## src/rtl/display_pkg.sv

```systemverilog
// rtl/display_pkg.sv - digit codes and converter states shared with the seven-segment decoders
package display_pkg;

    typedef enum logic [1:0] {
        IDLE,
        SHIFT,
        FINISH
    } state_t;

    localparam int         DIGIT_W    = 4;
    localparam logic [3:0] BLANK_CODE = 4'hF;
    localparam logic [3:0] DIGIT_MAX  = 4'h9;

endpackage

```

## src/rtl/bcd_add3.sv

```systemverilog
// rtl/bcd_add3.sv - double-dabble digit correction: add 3 when the nibble is 5 or more
module bcd_add3
    import display_pkg::*;
(
    input  logic [DIGIT_W-1:0] din,
    output logic [DIGIT_W-1:0] dout
);

    assign dout = (din >= 4'd5) ? din + 4'd3 : din;

endmodule

```

## src/rtl/bin_to_bcd_seq.sv

```systemverilog
// rtl/bin_to_bcd_seq.sv - one-bit-per-clock binary to BCD converter with leading-zero blanking
module bin_to_bcd_seq
    import display_pkg::*;
#(
    parameter int BIN_W    = 11,
    parameter int DIGITS   = 4,
    parameter int LZ_BLANK = 1
) (
    input  logic                      clk,
    input  logic                      rst_n,
    input  logic                      start,
    input  logic [BIN_W-1:0]          bin_in,
    output logic                      busy,
    output logic                      done,
    output logic [DIGIT_W*DIGITS-1:0] bcd_out,
    output logic                      overflow
);

    localparam int BCD_W = DIGIT_W * DIGITS;
    localparam int SR_W  = BCD_W + BIN_W;
    localparam int OVF_W = $clog2(10 ** DIGITS) + 1;
    localparam int CMP_W = (BIN_W > OVF_W) ? BIN_W : OVF_W;
    localparam int CNT_W = (BIN_W > 1) ? $clog2(BIN_W + 1) : 1;

    localparam logic [CMP_W-1:0] LIMIT = CMP_W'(10 ** DIGITS);

    function automatic logic [BCD_W-1:0] reset_bcd();
        logic [BCD_W-1:0] r;
        r = '0;
        if (LZ_BLANK != 0) begin
            for (int i = 1; i < DIGITS; i++) begin
                r[DIGIT_W*i +: DIGIT_W] = BLANK_CODE;
            end
        end
        return r;
    endfunction

    localparam logic [BCD_W-1:0] RST_BCD = reset_bcd();

    state_t             state, state_nxt;
    logic [SR_W-1:0]    sr;
    logic [SR_W-1:0]    sr_adj;
    logic [CNT_W-1:0]   cnt;
    logic               ovf_lat;
    logic [BCD_W-1:0]   result;
    logic               lead;

    // Binary bits pass through; each BCD nibble is corrected before the shift.
    assign sr_adj[BIN_W-1:0] = sr[BIN_W-1:0];

    for (genvar g = 0; g < DIGITS; g++) begin : g_digit
        bcd_add3 u_add3 (
            .din  (sr[BIN_W+DIGIT_W*g +: DIGIT_W]),
            .dout (sr_adj[BIN_W+DIGIT_W*g +: DIGIT_W])
        );
    end

    always_comb begin
        state_nxt = state;
        case (state)
            IDLE:    if (start) state_nxt = SHIFT;
            SHIFT:   if (cnt == CNT_W'(BIN_W - 1)) state_nxt = FINISH;
            FINISH:  state_nxt = IDLE;
            default: state_nxt = IDLE;
        endcase
    end

    // Overflowed values clamp to all nines, so there is never a zero digit to blank.
    always_comb begin
        result = sr[SR_W-1 -: BCD_W];
        lead   = 1'b1;
        if (ovf_lat) begin
            result = {DIGITS{DIGIT_MAX}};
        end else if (LZ_BLANK != 0) begin
            for (int i = DIGITS - 1; i >= 1; i--) begin
                if (lead && (result[DIGIT_W*i +: DIGIT_W] == '0)) begin
                    result[DIGIT_W*i +: DIGIT_W] = BLANK_CODE;
                end else begin
                    lead = 1'b0;
                end
            end
        end
    end

    always_ff @(posedge clk or negedge rst_n) begin
        if (!rst_n) begin
            state <= IDLE;
        end else begin
            state <= state_nxt;
        end
    end

    always_ff @(posedge clk or negedge rst_n) begin
        if (!rst_n) begin
            sr       <= '0;
            cnt      <= '0;
            ovf_lat  <= 1'b0;
            busy     <= 1'b0;
            done     <= 1'b0;
            bcd_out  <= RST_BCD;
            overflow <= 1'b0;
        end else begin
            done <= 1'b0;
            case (state)
                IDLE: begin
                    if (start) begin
                        sr      <= {{BCD_W{1'b0}}, bin_in};
                        cnt     <= '0;
                        ovf_lat <= (CMP_W'(bin_in) >= LIMIT);
                        busy    <= 1'b1;
                    end
                end
                SHIFT: begin
                    sr  <= sr_adj << 1;
                    cnt <= cnt + CNT_W'(1);
                end
                FINISH: begin
                    bcd_out  <= result;
                    overflow <= ovf_lat;
                    done     <= 1'b1;
                    busy     <= 1'b0;
                end
                default: ;
            endcase
        end
    end

endmodule

```

## config.mk

```make
export PLATFORM = sky130hd
export DESIGN_NAME = bin_to_bcd_seq
export DESIGN_NICKNAME = d
export VERILOG_FILES = /design/src/rtl/display_pkg.sv /design/src/rtl/bcd_add3.sv /design/src/rtl/bin_to_bcd_seq.sv
export SDC_FILE = /design/constraint.sdc
export NUM_CORES = 1
export LEC_CHECK = 0
export ABC_AREA = 1
export BUFFER_PORTS_ARGS = -buffer_cell sky130_fd_sc_hd__buf_2
export CAP_MARGIN = 20
export CORE_UTILIZATION = 45
export CTS_BUF_LIST = sky130_fd_sc_hd__clkbuf_8
export DETAILED_ROUTE_END_ITERATION = 6
export PLACE_DENSITY = 0.75
export SYNTH_ARGS = -nofsm -noshare
export SYNTH_HDL_FRONTEND = slang
export SYNTH_HIERARCHICAL = 1
export SYNTH_SLANG_ARGS = --single-unit
```

## constraint.sdc

```tcl
create_clock -name clk -period 1.6 [get_ports clk]
set_input_delay 0.24 -clock clk [delete_from_list [all_inputs] [get_ports clk]]
set_output_delay 0.24 -clock clk [all_outputs]
set_load 0.05 [all_outputs]
```

Word level (Yosys, flattened, before mapping)
Cells that the tools add are included.
W data, S select, Z words.
{ "word_totals": {"regBits": 51, "input_bits": 14, "word_cells": 50} }
{ "op_classes": {"n_reduce_logical": 11, "n_mux": 19, "order_cmp": 4, "n_addsub": 5, "n_eq_ne": 5} }
{ "ops": {"columns": ["operator", "count"], "rows": [
  ["$pmux W27 S2", 1],
  ["$mux W4", 7],
  ["$mux W27", 1],
  ["$ge A4 B3 Y1 const B", 4],
  ["$add A4 B2 Y4 const B", 3],
  ["$logic_not A4 Y1", 3],
  ["$pmux W4 S2", 1],
  ["$reduce_and A2 Y1", 3],
  ["$add A4 B1 Y4 const B", 1],
  ["$eq A4 B4 Y1 const B", 1],
  ["$mux W1", 4],
  ["$mux W2", 2],
  ["$ne A2 B2 Y1 const B", 2],
  ["$pmux W2 S2", 1],
  ["$reduce_bool A2 Y1", 2],
  ["$add A3 B2 Y3 const B", 1],
  ["$mux W3", 1],
  ["$eq A2 B1 Y1 const B", 1],
  ["$eq A2 B2 Y1 const B", 1],
  ["$logic_and A1 B1 Y1", 2],
  ["$logic_not A2 Y1", 1],
  ["$pmux W1 S2", 1]
]} }

Depth between registers and ports, before layout
Gate-level depths: netlist (run 1).
{ "logic_depth": {"word_depth": 6, "depth_mapped": 9, "depth_no_buf": 9} }

Modules after synthesis
The synthesis (run 1) kept the hierarchy.
{ "by_module_without_submodules": {"columns": ["mod", "cells_each", "instances", "area_each_um2"], "rows": [
  ["bin_to_bcd_seq", 238, 1, 2190.9],
  ["bcd_add3", 23, 4, 135.1]
]} }

Least setup slack after synthesis (run 1)
OpenSTA, ideal clock, no wires.
{ "synth_path": {"kind": "reg-to-reg", "start": "register sr[19]", "end": "register sr[21]", "t_arrival_ns": 1.229, "path_stages_with_launch": 8, "t_required_ns": 1.479, "slack_ns": 0.250, "setup_ns": 0.121, "path_buffers": 0, "synth_period_minus_slack_ns": 1.350, "path_cell_list": "dfrtp_1 -> inv_1 -> ha_1 -> nor2_4 -> nor2_4 -> nand2_1 -> o21ai_2 -> a22o_1"} }
{ "synth_via": {"elab_chain_cells": 3} }
{ "synth_rtl": {"columns": ["element", "line", "source"], "rows": [
  ["start, declared", "bin_to_bcd_seq.sv:41", "logic [SR_W-1:0] sr;"],
  ["start signal, assigned", "bin_to_bcd_seq.sv:107", "sr <= {{BCD_W{1'b0}}, bin_in};"],
  ["start signal, assigned", "bin_to_bcd_seq.sv:114", "sr <= sr_adj << 1;"],
  ["$add A4 B2 Y4 or $ge A4 B3 Y1 (tied branches)", "bcd_add3.sv:9", "assign dout = (din >= 4'd5) ? din + 4'd3 : din;"],
  ["$mux W4 (*)", "bcd_add3.sv:9", null],
  ["via sr_adj[20]", "bin_to_bcd_seq.sv:42", "logic [SR_W-1:0] sr_adj;"],
  ["$pmux W27 S2 (*)", "bin_to_bcd_seq.sv:104", "case (state)"]
]} }
Mark *: on every way through the listed nets, which the timed path passes. The rest lies on a longest branch.
A chain may end at the register's enable or synchronous reset.

Worst setup path after layout (run 1)
{ "layout_path": {"start": "register sr[15]", "end": "register sr[17]"} }
The elaborated chain is that of the path after synthesis.

==> metrics.md, run 1 <==
| Metric | Value |
|---|---|
| Outcome | finished, final reports clean |
| Initial antenna violation count | 0 |
| CTS tree | yes |
| Max Clock Freq | 676.1 MHz |
| Clk_skew | 0.003222 ns |
| # IOs | 33 |
| Final setup viols | 0 |
| DPL Wire Length | 3566 um |
| Worst setup SP type | register |
| Die Footprint | roughly 6300 um^2 |
| Seq pwr share | 0.374 |
| Maxcap violations | 0 |
| CTS resizes | 0 |
| Post-Synthesis Cells | between 300 and 400 |
| Diode count | 0 |
| Routability cong. | 0.8134 |
| WL/cell | around 12 um |
| CTS clk-pin slew, worst paths | 0.09 ns |
| Comb power frac | 0.514 |
| Initial core utilization | 0.4795 |
| First-pass GRT wire length | 9121 um |
| Clock share of power | 0.112 |
| Longest Clk Path Bufs | 2 |
| Synth-to-Final Area Change | 11.89% |
| Largest net degree at the start of global routing | 52 |
| Core area | 5642 um^2 |
| Vias in the first global route | 2075 |
| Met2 WL | 2414 um |
| Fill count | 531 |
| Port Buffers | 31 |
| DR vias/cell | 4.979 |
| Syn Std Cell Area | 2705 um^2 |
| Final Hold Vio Count | 0 |
| Max Used Layer | met4 |
| Via count | 2156 |
| Leakage Power | 1.540 nW |
| Clock latency on the worst-skew pair | 0.30 ns |
| Clock sink count | 51 |
| Final Slew Violations | 0 |
| Post-Syn Area per Cell | ~8.3 um^2 |
| Unrepaired setup endpoints after global routing | no |
| Die H | 79.53 um |
| Num CTS Buffers | 5 |
| H-tree level count | 2 |
| Hold Path Class | in -> reg |
| Layout cells sized above 1 | 0.2493 |
| Syn Nets | 349 |
| Gr usage total | 0.1849 |
| Worst setup EP type | register |
| Layout Utilization | 0.5365 |
| CP Max Fanout | 6 |
| Die Span X | 79.53 um |
| Peak supply drop | 0.001005 V |
| Wire length after detailed routing | 5096 um |
| Worst R2R Path Depth | 7 |
| Req. time, crit path | 1.79 ns |
| WP data arrival | 1.67 ns |
| DRT met1 WL | approximately 2400 um |
| Switching power | 0.002974 W |
| Std cell rows | 27 |
| Post-route clock period utilization | 0.9244 |
| Drt pass-1 iters | 4 |
| Post-CTS Setup Inserts | 0 |
| CTS root buf | clkbuf_8 |
| PD cells | 2065 nW/um^2 |
| DRT antenna net count | 0 |
| Int Power | ~0.0033 W |
| 1st-iter DRT viols | 115 |
| Congestion Overflow GR | 0 |
| Yosys warns | 6 |
| Final Critical Period | 1.479 ns |
| Setup TNS | 0 ns |
| Met3 Wirelength | 227 um |
| Hold Path Depth | 3 |
| Setup CP Type | reg -> reg |
| Sw Share | 0.4757 |
| # DRC | 0 |
| Hold_ws | between 0.15 and 0.2 ns |
| Hold Buf Count CTS | 1 |
| Fin nets | 384 |
## worst paths after layout
| path | from | endpoint | slack (ns) |
|---|---|---|---|
| setup / recovery | sr[15] | sr[17] | 0.12 |
| setup reg to reg | sr[15] | sr[17] | 0.12 |
| hold / removal | bin_in[0] | sr[0] | 0.17 |
| max in group asynchronous | rst_n | bcd_out[11] | 0.87 |
| min in group asynchronous | rst_n | done | 0.43 |
| hold reg to reg | bcd_out[9] | bcd_out[9] | 0.47 |
## registers in the layout (all words and copies together), names as in the netlist
signal and count:
busy 1, cnt 4, bcd_out 16, state 2, done 1, sr 27
## cells in the final DEF (no fill, tap or decap), types with 3 or more instances in the layout
master / count
a21oi_1: 4
a21oi_2: 3
a22o_1: 5
a31oi_1: 4
buf_2: 31
buf_4: 4
clkbuf_8: 5
dfrtp_1: 39
dfstp_2: 12
ha_1: 10
inv_1: 30
inv_2: 9
nand2_1: 106
nand2_2: 4
nand3_1: 8
nor2_1: 32
nor2_4: 9
o21ai_0: 24
o21ai_1: 4
o21ai_2: 8
## through the flow
| stage | total power [W] | std cells | setup slack [ns] | cell area [um^2] |
|---|---|---|---|---|
| 6_report | 0.006251 | 433 | 0.1210 | 3027 |
| 5_1_grt | 0.006861 | 433 | 0.006778 | 3027 |
| 4_1_cts | 0.006302 | 433 | 0.1323 | 3027 |
| 3_5_place_dp | 0.005587 | 424 | 0.1453 | 2935 |
| 3_3_place_gp | 0.005486 | 424 | 0.2018 | 2935 |
| 2_1_floorplan | 0.004935 | 325 | 0.2498 | 2705 |
## final cells by class
cell class | instances | area [um^2] | area share
Inverter | 37 | 138.9 | 0.04589
Tap cell | 72 | 90.09 | 0.02976
Timing Repair Buffer | 37 | 215.2 | 0.07110
Multi-Input combinational cell | 228 | 1210 | 0.3998
Clock buffer | 5 | 68.82 | 0.02274
Sequential cell | 51 | 1291 | 0.4266
Clock inverter | 3 | 12.51 | 0.004134
## per-layer routing
layer | track usage | up-vias
met5 | 0 | -
met3 | 0.03886 | 8
met2 | 0.3094 | 52
li1 | - | 1087
met4 | 0.05455 | 0
met1 | 0.2395 | 1009
## worst max-delay path, cell delays in order (launching register included)
cell	delay [ns]
dfrtp_1	0.45
inv_1	0.11
ha_1	0.25
nor2_4	0.16
nor2_4	0.07
nand2_1	0.07
o21ai_2	0.05
a22o_1	0.22
## power by group through the flow
stage | clock network, W | logic (W) | registers, W
after CTS | 0.000719 | 0.00325 | 0.00234
after global routing | 0.000784 | 0.00366 | 0.00242
after detailed placement | 0 | 0.00323 | 0.00236
final | 0.000700 | 0.00321 | 0.00234
after floorplan | 0 | 0.00214 | 0.00280
after global placement | 0 | 0.00315 | 0.00233
Power figures use the tool's default switching activity.
==> inputs of run 2 (changes only) <==
- BUFFER_PORTS_ARGS: -buffer_cell sky130_fd_sc_hd__buf_2 -> not set
- DONT_BUFFER_PORTS: not set -> 1
- PLACE_DENSITY: 0.75 -> 0.71
- SETUP_SLACK_MARGIN: not set -> 0.15
==> metrics.md, run 2 (synthesis gave the netlist of run 1 again) <==
| Metric | Value |
|---|---|
| Largest net degree at the start of global routing | 52 (unchanged) |
| DR vias/cell | 5.083 (was 4.979) |
| Outcome | finished, final reports clean (unchanged) |
| Vias in the first global route | 1999 (was 2075) |
| PD cells | 2220 nW/um^2 (was 2065 nW/um^2) |
| Fill count | 502 (was 531) |
| Longest Clk Path Bufs | 2 (unchanged) |
| Die Footprint | 6325 um^2 (unchanged) |
| Initial antenna violation count | 0 (unchanged) |
| Layout cells sized above 1 | 0.2136 (was 0.2493) |
| Int Power | 0.003611 W (was 0.003277 W) |
| Commonest cells after routing, fill and taps aside | 106 x nand2_1, 37 x dfrtp_1, 32 x nor2_1, 28 x inv_1, 22 x o21ai_0 (was 106 x nand2_1, 39 x dfrtp_1, 32 x nor2_1, 31 x buf_2, 30 x inv_1) |
| Via count | 2079 (was 2156) |
| Diode count | 0 (unchanged) |
| Largest Register | sr (unchanged) |
| 1st-iter DRT viols | 167 (was 115) |
| Worst setup EP type | register (unchanged) |
| Total power | 0.006637 W (was 0.006251 W) |
| CTS root buf | clkbuf_8 (unchanged) |
| Layout Cells excl Fill | 409 (was 433) |
| Drt pass-1 iters | 4 (unchanged) |
| Comb power frac | 0.406 (was 0.514) |
| Crit-path slowest cell | dfrtp_2 (was dfrtp_1) |
| Post-route clock period utilization | 0.8726 (was 0.9244) |
| DP Cell Count | 393 (was 424) |
| Maxcap violations | 0 (unchanged) |
| Final instance area | 2990 um^2 (was 3027 um^2) |
| Bufs and invs on worst path | 1 (unchanged) |
| Final Slew Violations | 0 (unchanged) |
| Routability cong. | 0.8946 (was 0.8134) |
| Die Span X | 79.53 um (unchanged) |
| Sw Share | 0.4560 (was 0.4757) |
| Register area | 1294 um^2 (was 1291 um^2) |
| Final setup viols | 0 (unchanged) |
| Congestion Overflow GR | 0 (unchanged) |
| Leakage Power | 1.468 nW (was 1.540 nW) |
| Gr usage total | 0.1864 (was 0.1849) |
| WL/cell | 13.17 um (was 11.77 um) |
| CP Depth | 7 (unchanged) |
| Biggest regs | sr: 27 flops, bcd_out: 16 flops, cnt: 4 flops (unchanged) |
| Port Buffers | 0 (was 31) |
| Max stage delay on crit path | 0.43 ns (was 0.45 ns) |
| WP data arrival | 1.59 ns (was 1.67 ns) |
| Clk_skew | 0.007376 ns (was 0.003222 ns) |
| Final Critical Period | 1.396 ns (was 1.479 ns) |
| # IOs | 33 (unchanged) |
| Num CTS Buffers | 5 (unchanged) |
| Switching power | 0.003027 W (was 0.002974 W) |
| Clock latency on the worst-skew pair | 0.30 ns (about the same) |
| Setup TNS | 0 ns (unchanged) |
| Die H | 79.53 um (unchanged) |
| CP Max Fanout | 7 (was 6) |
| Max reg flops | 27 (unchanged) |
| Fin nets | 360 (was 384) |
| DPL Wire Length | 3576 um (was 3566 um) |
| Synth-to-Final Area Change | 10.55% (was 11.89%) |
| CTS clk-pin slew, worst paths | 0.09 ns (about the same) |
| Initial core utilization | 0.4795 (unchanged) |
| Final Hold Vio Count | 0 (unchanged) |
| Clock sink count | 51 (unchanged) |
| Most common cell after layout, fill and taps aside | nand2_1 (unchanged) |
| Peak supply drop | 0.001206 V (was 0.001005 V) |
| Std cell rows | 27 (unchanged) |
| Max Clock Freq | 716.3 MHz (was 676.1 MHz) |
| Cell Area, Placed | 2768 um^2 (was 2935 um^2) |
| Layout Utilization | 0.5301 (was 0.5365) |
| H-tree level count | 2 (unchanged) |
| Worst setup SP type | register (unchanged) |
| Top delay family on crit path | flip-flops (unchanged) |
| Wire length after detailed routing | 5385 um (was 5096 um) |
| Unrepaired setup endpoints after global routing | no (unchanged) |
| Hold Path Depth | 2 (was 3) |
| First-pass GRT wire length | 9190 um (was 9121 um) |
| DRT antenna net count | 0 (unchanged) |
| CTS tree | yes (unchanged) |
| # DRC | 0 (unchanged) |
| Hold Path Class | in -> reg (unchanged) |
| Clock share of power | 0.156 (was 0.112) |
| Seq pwr share | 0.438 (was 0.374) |
| Req. time, crit path | 1.80 ns (was 1.79 ns) |
| Worst R2R Path Depth | 7 (unchanged) |
| Area of the multi-input gates | 1215 um^2 (was 1210 um^2) |
| Core area | 5642 um^2 (unchanged) |
| Setup CP Type | reg -> reg (unchanged) |
| Cell chain of the critical path | inv_1 > ha_2 > nor2_4 > nor2_4 > nand2_1 > nand2_1 > a22o_1 (was inv_1 > ha_1 > nor2_4 > nor2_4 > nand2_1 > o21ai_2 > a22o_1) |
[run 2: layout make-up]
class	count	share of cell area
clock buffers	5	0.02301
clock inverters	3	0.02134
inverters	37	0.04644
multi-input cells	228	0.4063
flip-flops and latches	51	0.4326
well taps	72	0.03013
repair buffers	13	0.04017
[run 2: final timing paths]
path                               end  startpoint  slack, ns
setup reg to reg                sr[20]      sr[19]       0.20
setup / recovery                sr[20]      sr[19]       0.20
hold reg to reg                  sr[8]       sr[8]       0.48
hold / removal                  sr[10]  bin_in[10]       0.10
min in group asynchronous       sr[21]       rst_n       0.46
max in group asynchronous  bcd_out[11]       rst_n       0.86
[run 2: power by group through the flow]
stage	clock network [W]	registers, W	logic [W]
floorplan	0	0.00280	0.00214
global placement	0	0.00291	0.00244
detailed placement	0	0.00292	0.00253
CTS	0.00106	0.00290	0.00260
global route	0.00111	0.00299	0.00308
finish	0.00104	0.00290	0.00270
[run 2: per-stage QoR]
step / hold WS (ns) / setup slack, ns
after floorplan: -0.05559 / 0.2498
after global placement: -0.05438 / 0.2052
after detailed placement: -0.05422 / 0.1400
after CTS: 0.09364 / 0.1805
after global routing: 0.1108 / 0.1158
final: 0.1007 / 0.2039
[run 2: layer usage]
layer	up-vias	part of all wire	GRT usage	wire, um
li1	1036	-	-	-
met1	980	0.45	0.2433	2441
met2	55	0.48	0.3137	2609
met5	-	0	0	0
met3	8	0.050	0.04000	267
met4	0	0.012	0.04364	66
[run 2: timing repair]
action,in CTS,in global routing
resized for setup,1,6
hold endpoints to repair,51,0
hold buffers,2,0
buffers inserted,2,4
pin swaps,0,2
endpoints found under the setup margin,3,9
[run 2: worst register-to-register path, delay by kind of cell, from the launching register on]
| kind | cells | cell delay (ns) |
|---|---|---|
| flops | 1 | 0.43 |
| simple gates | 4 | 0.34 |
| compound gates | 1 | 0.22 |
| fa+ha+maj | 1 | 0.21 |
| buf+inv | 1 | 0.09 |
